$ cat config.mk
export PLATFORM = sky130hd
export DESIGN_NAME = sync_debounce_bank_flat
export DESIGN_NICKNAME = d
export VERILOG_FILES = /design/src/rtl/sync_debounce_bank_pkg.sv /design/src/rtl/sync_debounce_bank_if.sv /design/src/rtl/sync_debounce_bank_ch.sv /design/src/rtl/sync_debounce_bank.sv /design/src/flat_wrapper.sv
export SDC_FILE = /design/constraint.sdc
export NUM_CORES = 1
export LEC_CHECK = 0
export ABC_AREA = 1
export CAP_MARGIN = 0
export CORE_MARGIN = 5
export CORE_UTILIZATION = 31
export DETAILED_ROUTE_END_ITERATION = 7
export PLACE_DENSITY = 0.6
export SYNTH_ARGS = -nofsm -noshare
export SYNTH_HDL_FRONTEND = slang
export SYNTH_SLANG_ARGS = --single-unit
$ cat constraint.sdc
create_clock -name clk_i -period 1.3 [get_ports clk_i]
set_input_delay 0.26 -clock clk_i [delete_from_list [all_inputs] [get_ports clk_i]]
set_output_delay 0.26 -clock clk_i [all_outputs]
set_load 0.005 [all_outputs]
$ cat src/rtl/sync_debounce_bank_pkg.sv
// -----------------------------------------------------------------------------
// sync_pkg
// Shared types and helpers for the sync_debounce_bank input conditioner.
//   edge_e    : per-channel edge report produced by sync_debounce_ch
//   cnt_width : width of a debounce counter able to hold 0..debounce
// -----------------------------------------------------------------------------
package sync_pkg;

    typedef enum logic [1:0] {
        EDGE_NONE = 2'd0,
        EDGE_RISE = 2'd1,
        EDGE_FALL = 2'd2
    } edge_e;

    // Never narrower than one bit so a counter declaration is always legal.
    function automatic int cnt_width(input int debounce);
        int w;
        w = $clog2(debounce + 1);
        return (w < 1) ? 1 : w;
    endfunction

endpackage

$ cat src/rtl/sync_debounce_bank_if.sv
// -----------------------------------------------------------------------------
// sync_debounce_bank_if
// Pin-side and logic-side signals of the debounce bank.
//   async_i   : asynchronous pin inputs                 (master -> slave)
//   sync_o    : synchronised raw value                  (slave -> master)
//   level_o   : debounced level                         (slave -> master)
//   rise_o    : one-cycle 0->1 pulse per channel        (slave -> master)
//   fall_o    : one-cycle 1->0 pulse per channel        (slave -> master)
//   changed_o : any channel pulsed this cycle           (slave -> master)
// The bank itself uses the slave modport.
// -----------------------------------------------------------------------------
interface sync_debounce_bank_if #(
    parameter int CHANNELS = 4
) ();

    logic [CHANNELS-1:0] async_i;
    logic [CHANNELS-1:0] sync_o;
    logic [CHANNELS-1:0] level_o;
    logic [CHANNELS-1:0] rise_o;
    logic [CHANNELS-1:0] fall_o;
    logic                changed_o;

    modport master (
        output async_i,
        input  sync_o, level_o, rise_o, fall_o, changed_o
    );

    modport slave (
        input  async_i,
        output sync_o, level_o, rise_o, fall_o, changed_o
    );

endinterface

$ cat src/rtl/sync_debounce_bank_ch.sv
// -----------------------------------------------------------------------------
// sync_debounce_ch
// One input channel: STAGES-deep synchroniser, optional debounce counter,
// registered debounced level and registered edge report.
//   clk_i        : clock, all state on rising edge
//   rst_i        : synchronous active-high reset
//   i_async      : asynchronous pin input
//   o_sync       : last synchroniser stage
//   o_level      : debounced level
//   o_edge       : EDGE_RISE/EDGE_FALL for the first cycle of a new level
//   o_accept_nxt : high when o_level will change at the coming edge
// -----------------------------------------------------------------------------
module sync_debounce_ch
    import sync_pkg::*;
#(
    parameter int   STAGES    = 2,
    parameter int   DEBOUNCE  = 4,
    parameter logic RESET_VAL = 1'b0
) (
    input  logic  clk_i,
    input  logic  rst_i,
    input  logic  i_async,
    output logic  o_sync,
    output logic  o_level,
    output edge_e o_edge,
    output logic  o_accept_nxt
);

    localparam int CW = cnt_width(DEBOUNCE);

    logic [STAGES-1:0] r_sync;
    logic              r_level;
    edge_e             r_edge;
    logic              w_sync;
    logic              w_accept;

    // NOTE: sequential state always uses non-blocking assignments so every
    // flop samples the pre-edge value of its neighbours; blocking here would
    // collapse the synchroniser chain into a single flop.
    always_ff @(posedge clk_i) begin
        if (rst_i) begin
            r_sync <= {STAGES{RESET_VAL}};
        end else begin
            r_sync <= {r_sync[STAGES-2:0], i_async};
        end
    end

    assign w_sync = r_sync[STAGES-1];

    if (DEBOUNCE > 0) begin : g_filter
        localparam logic [CW-1:0] LAST = CW'(DEBOUNCE - 1);

        logic [CW-1:0] r_cnt;

        // Counts consecutive cycles where the synchronised value disagrees
        // with the accepted level; any agreement restarts the count.
        always_ff @(posedge clk_i) begin
            if (rst_i) begin
                r_cnt <= '0;
            end else if (w_sync == r_level || w_accept) begin
                r_cnt <= '0;
            end else begin
                r_cnt <= r_cnt + CW'(1);
            end
        end

        assign w_accept = (w_sync != r_level) && (r_cnt == LAST);
    end else begin : g_bypass
        // Level simply follows sync one edge later; only a difference
        // produces a pulse.
        assign w_accept = (w_sync != r_level);
    end

    always_ff @(posedge clk_i) begin
        if (rst_i) begin
            r_level <= RESET_VAL;
            r_edge  <= EDGE_NONE;
        end else begin
            r_edge <= EDGE_NONE;
            if (w_accept) begin
                r_level <= w_sync;
                r_edge  <= w_sync ? EDGE_RISE : EDGE_FALL;
            end
        end
    end

    assign o_sync       = w_sync;
    assign o_level      = r_level;
    assign o_edge       = r_edge;
    assign o_accept_nxt = w_accept;

endmodule

$ cat src/rtl/sync_debounce_bank.sv
// -----------------------------------------------------------------------------
// sync_debounce_bank
// Multi-channel pin conditioner. Each channel is independent: never use this
// for multi-bit buses or counters, the channels have no mutual coherence.
//   clk_i : clock, all state on rising edge
//   rst_i : synchronous active-high reset
//   bus   : slave side of sync_debounce_bank_if
//           (async_i in; sync_o, level_o, rise_o, fall_o, changed_o out)
// Pin-to-level latency is STAGES + max(DEBOUNCE,1) edges.
// -----------------------------------------------------------------------------
module sync_debounce_bank
    import sync_pkg::*;
#(
    parameter int                  CHANNELS  = 4,
    parameter int                  STAGES    = 2,
    parameter int                  DEBOUNCE  = 4,
    parameter logic [CHANNELS-1:0] RESET_VAL = '0
) (
    input logic                 clk_i,
    input logic                 rst_i,
    sync_debounce_bank_if.slave bus
);

    if (STAGES < 2) begin : g_bad_stages
        $error("sync_debounce_bank: STAGES must be >= 2");
    end

    edge_e               w_edge [CHANNELS];
    logic [CHANNELS-1:0] w_sync;
    logic [CHANNELS-1:0] w_level;
    logic [CHANNELS-1:0] w_accept;
    logic [CHANNELS-1:0] w_rise;
    logic [CHANNELS-1:0] w_fall;
    logic                r_changed;

    for (genvar i = 0; i < CHANNELS; i++) begin : g_ch
        sync_debounce_ch #(
            .STAGES    (STAGES),
            .DEBOUNCE  (DEBOUNCE),
            .RESET_VAL (RESET_VAL[i])
        ) u_ch (
            .clk_i        (clk_i),
            .rst_i        (rst_i),
            .i_async      (bus.async_i[i]),
            .o_sync       (w_sync[i]),
            .o_level      (w_level[i]),
            .o_edge       (w_edge[i]),
            .o_accept_nxt (w_accept[i])
        );
    end

    // NOTE: every combinational output gets a default before the loop so no
    // path leaves it unassigned and no latch is inferred.
    always_comb begin
        w_rise = '0;
        w_fall = '0;
        for (int i = 0; i < CHANNELS; i++) begin
            w_rise[i] = (w_edge[i] == EDGE_RISE);
            w_fall[i] = (w_edge[i] == EDGE_FALL);
        end
    end

    // Registered from the channels' accept strobes so it rises in the same
    // edge as the rise/fall pulses it summarises.
    always_ff @(posedge clk_i) begin
        if (rst_i) begin
            r_changed <= 1'b0;
        end else begin
            r_changed <= |w_accept;
        end
    end

    assign bus.sync_o    = w_sync;
    assign bus.level_o   = w_level;
    assign bus.rise_o    = w_rise;
    assign bus.fall_o    = w_fall;
    assign bus.changed_o = r_changed;

endmodule

$ cat src/flat_wrapper.sv
// flat-port wrapper written by rule: the top's interface ports become plain ports
module sync_debounce_bank_flat import sync_pkg::*;
#(
    parameter int                  CHANNELS  = 4,
    parameter int                  STAGES    = 2,
    parameter int                  DEBOUNCE  = 4,
    parameter logic [CHANNELS-1:0] RESET_VAL = '0
)
  (clk_i, rst_i, bus_async_i, bus_sync_o, bus_level_o, bus_rise_o, bus_fall_o, bus_changed_o);
  sync_debounce_bank_if #(.CHANNELS(CHANNELS)) bus_i ();
  input logic clk_i;
  input logic rst_i;
  input wire logic [$bits(bus_i.async_i)-1:0] bus_async_i;
  output wire logic [$bits(bus_i.sync_o)-1:0] bus_sync_o;
  output wire logic [$bits(bus_i.level_o)-1:0] bus_level_o;
  output wire logic [$bits(bus_i.rise_o)-1:0] bus_rise_o;
  output wire logic [$bits(bus_i.fall_o)-1:0] bus_fall_o;
  output wire logic [$bits(bus_i.changed_o)-1:0] bus_changed_o;
  assign bus_i.async_i = bus_async_i;
  assign bus_sync_o = bus_i.sync_o;
  assign bus_level_o = bus_i.level_o;
  assign bus_rise_o = bus_i.rise_o;
  assign bus_fall_o = bus_i.fall_o;
  assign bus_changed_o = bus_i.changed_o;
  sync_debounce_bank #(.CHANNELS(CHANNELS), .STAGES(STAGES), .DEBOUNCE(DEBOUNCE), .RESET_VAL(RESET_VAL)) u_core (.clk_i(clk_i), .rst_i(rst_i), .bus(bus_i));
endmodule
==> impl_results.md <==
- DRC: 0
- Finished Layout Cells: 239
- Detailed Place HPWL: 1.53 mm
- Top post-synthesis cells by area: dfxtp_1 (51%), inv_1 (11%), nor2_1 (9.5%)
- Dpl cells: 229
- Nets: 202
- Synth Net Count: 174
- Worst Path Arrival: 0.96 ns
- Buffers & Inverters on Critical Path: 2
- Cts hold-fix bufs: 0
- Yosys cell types: 13
- GRT Overall Usage: 0.0859
- Max Clk Rate: 823 MHz
- Initial Utilization: 0.323
- Switch Pwr: 0.386 mW
- ANT cells: 0
- Largest net degree at the start of global routing: 13
- CP startpoint kind: flip-flop
- Post-synthesis sequential area ratio: 0.507
- Power Dens Cells: 1230 mW/mm²
- Core area: 0.00403 mm²
- Min Tclk post-route: 1.22 ns
- Worst Path Required: 1.04 ns
- Total Wirelength: 1.94 mm
- Hold slack: 0.392 ns
- Global route total overflow: 0
- Worst-margin pin slew: 0.201 ns
- Slew Viols, Final: 0
- CTS sink cnt: 33
- CP delay by family, top: flip-flops
- CP max stage cell: dfxtp_1
- Initial antenna violation count: 0
- Post-synthesis cell count: 160
- Worst Setup End Kind: output port
- Seq pwr share: 0.497
- Unrepaired setup endpoints after global routing: false
- Status: finished clean
- Max-slew headroom: 0.866
- Clk slew on worst S/H paths: 0.06 ns
- Synthesized area per cell: 8.14 µm²
- Die ar.: 0.00560 mm²
- # IOs: 23
- Final setup fails: 0
- Post-synth top area share: 0.507
- Iter 0 DRT Violations: 48
- Via count: 959
- Die W: 74.8 µm
- Vias per cell: 4.01
- Ys Warns: 0
- Layout cells sized above 1: 0.143
- Clock Power Share: 0.465
- Crit path cell chain: inv_1, nor2_1, dlygate4sd2_1
- Buffers on Ports: 22
- Leakage: 0.899 nW
- Flops & latches, synth: 33
- Crit-path max cell delay: 0.33 ns
- Fin util: 0.419
- Cell taking the most area after synthesis: dfxtp_1
- Switching share of power: 0.186
- Placer Congestion: 0.709
- Final hold violations: 0
- Tot Pwr: 2.08 mW
- Fillers: 415
- DRT antenna net count: 0
- MaxCap Viol Count: 0
- Internal power: 1.69 mW
- Comb power frac: 0.038
- TritonCTS buffer count: 5
- Area growth from synthesis to layout: 29.7%
- Worst hold-check path type: flip-flop to flip-flop
- Clock Skew: 0.00601 ns
- Max H-tree Level: 2
- DR pass1 iterations: 4
- Clk root buf: clkbuf_8
- Worst skew pair latency: 0.28 ns
- Critical path class: flip-flop to output port
- Peak VDD IR: 556 µV
- Vias in the first global route: 873
- Critical path peak fanout: 2
- Row count: 23
- Die height: 74.8 µm
- Clock Tree Buf Depth: 2
- First-pass GRT wire length: 3.54 mm
- Fin crit share: 0.935
- WL/cell: 8.10 µm
- Mapped Area: 0.00130 mm²
- TritonCTS clock tree: built
## cell usage in the layout (no fill, tap or decap), types with 2 or more instances in the layout
cell type | netlist | routed
inv_2 | 2 | 2
buf_4 | 8 | 8
ha_2 | 0 | 2
nand2_1 | 13 | 13
dlygate4sd2_1 | 0 | 16
dfxtp_2 | 0 | 4
inv_1 | 39 | 39
nor2_1 | 33 | 33
ha_1 | 8 | 6
dfxtp_1 | 33 | 29
nand4_1 | 8 | 8
clkbuf_8 | 0 | 6
clkdlybuf4s50_1 | 0 | 5
nand3_1 | 11 | 11
## worst register-to-register path, delay by kind of cell (launching register included)
kind	cells	cell delay (ns)
adders and majority gates	2	0.42
and+or+nand+nor	3	0.35
DFF	1	0.31
## layout make-up
cell class / count / area [µm²] / share of cell area
well taps: 50 / 62.6 / 0.0370
inverters: 41 / 154 / 0.0911
repair buffers: 31 / 280 / 0.166
clock buffers: 7 / 86.3 / 0.0511
multi-input cells: 76 / 410 / 0.243
flip-flops and latches: 33 / 666 / 0.394
clock inverters: 1 / 30.0 / 0.0178
## power by group through the flow
stage               Sequential [mW]  Combinational, mW  Clock, mW
finish                         1.03             0.0788      0.966
global route                   1.04             0.0909       1.05
CTS                            1.03             0.0801       1.00
detailed placement             1.06             0.0783          0
global placement               1.06             0.0769          0
floorplan                      1.06             0.0467          0
## per-stage QoR
stage               setup slack (ns)  setup TNS (ns)  instance area (µm²)
global placement              0.0103               0                 1570
finish                        0.0847               0                 1690
global route                 0.00493               0                 1690
detailed placement           -0.0231         -0.0836                 1570
floorplan                      0.197               0                 1300
CTS                           0.0573               0                 1680
## flip-flops by register name, summed over array words and instances, names as in the netlist
register                         flops
u_core.bus.changed_o                 1
u_core.g_ch.u_ch.g_filter.r_cnt     12
u_core.g_ch.u_ch.o_edge              8
u_core.g_ch.u_ch.o_level             4
u_core.g_ch.u_ch.r_sync              8
## final timing paths
kind                                                    startpoint                                          endpoint  slack [ns]  cells past startpoint
setup / recovery          u_core.g_ch[3].u_ch.o_edge[1]$_SDFF_PP0_                                     bus_fall_o[3]        0.08                      3
hold / removal            u_core.g_ch[0].u_ch.r_sync[0]$_SDFF_PP0_          u_core.g_ch[0].u_ch.r_sync[1]$_SDFF_PP0_        0.39                      2
hold reg to reg           u_core.g_ch[0].u_ch.r_sync[0]$_SDFF_PP0_          u_core.g_ch[0].u_ch.r_sync[1]$_SDFF_PP0_        0.39                      2
setup reg to reg  u_core.g_ch[0].u_ch.g_filter.r_cnt[0]$_SDFF_PP0_  u_core.g_ch[0].u_ch.g_filter.r_cnt[0]$_SDFF_PP0_        0.16                      5
## layer usage
metal  track usage  wire, µm  up-vias
li1              -         -      526
met1        0.0948       836      405
met2         0.133       893       21
met3        0.0240       126        7
met4        0.0771        80        0
met5             0         0        -
## what timing repair did
action                                  CTS  global route
setup buffers                             2             0
resized for setup                        21             3
endpoints found under the setup margin   17             2
## cells by family after synthesis
logic type	share of synthesized area
adder cells (fa/ha/maj)	0.0769
buffers and inverters	0.182
flip-flops	0.507
AND/OR/NAND/NOR	0.234
## cell usage after synthesis, drive strengths merged
library cell and count:
inv 41, nor2 34, dfxtp 33, nand2 14, nand3 12, buf 10, ha 8, nand4 8
No activity file was read; power rests on OpenSTA's default activity.
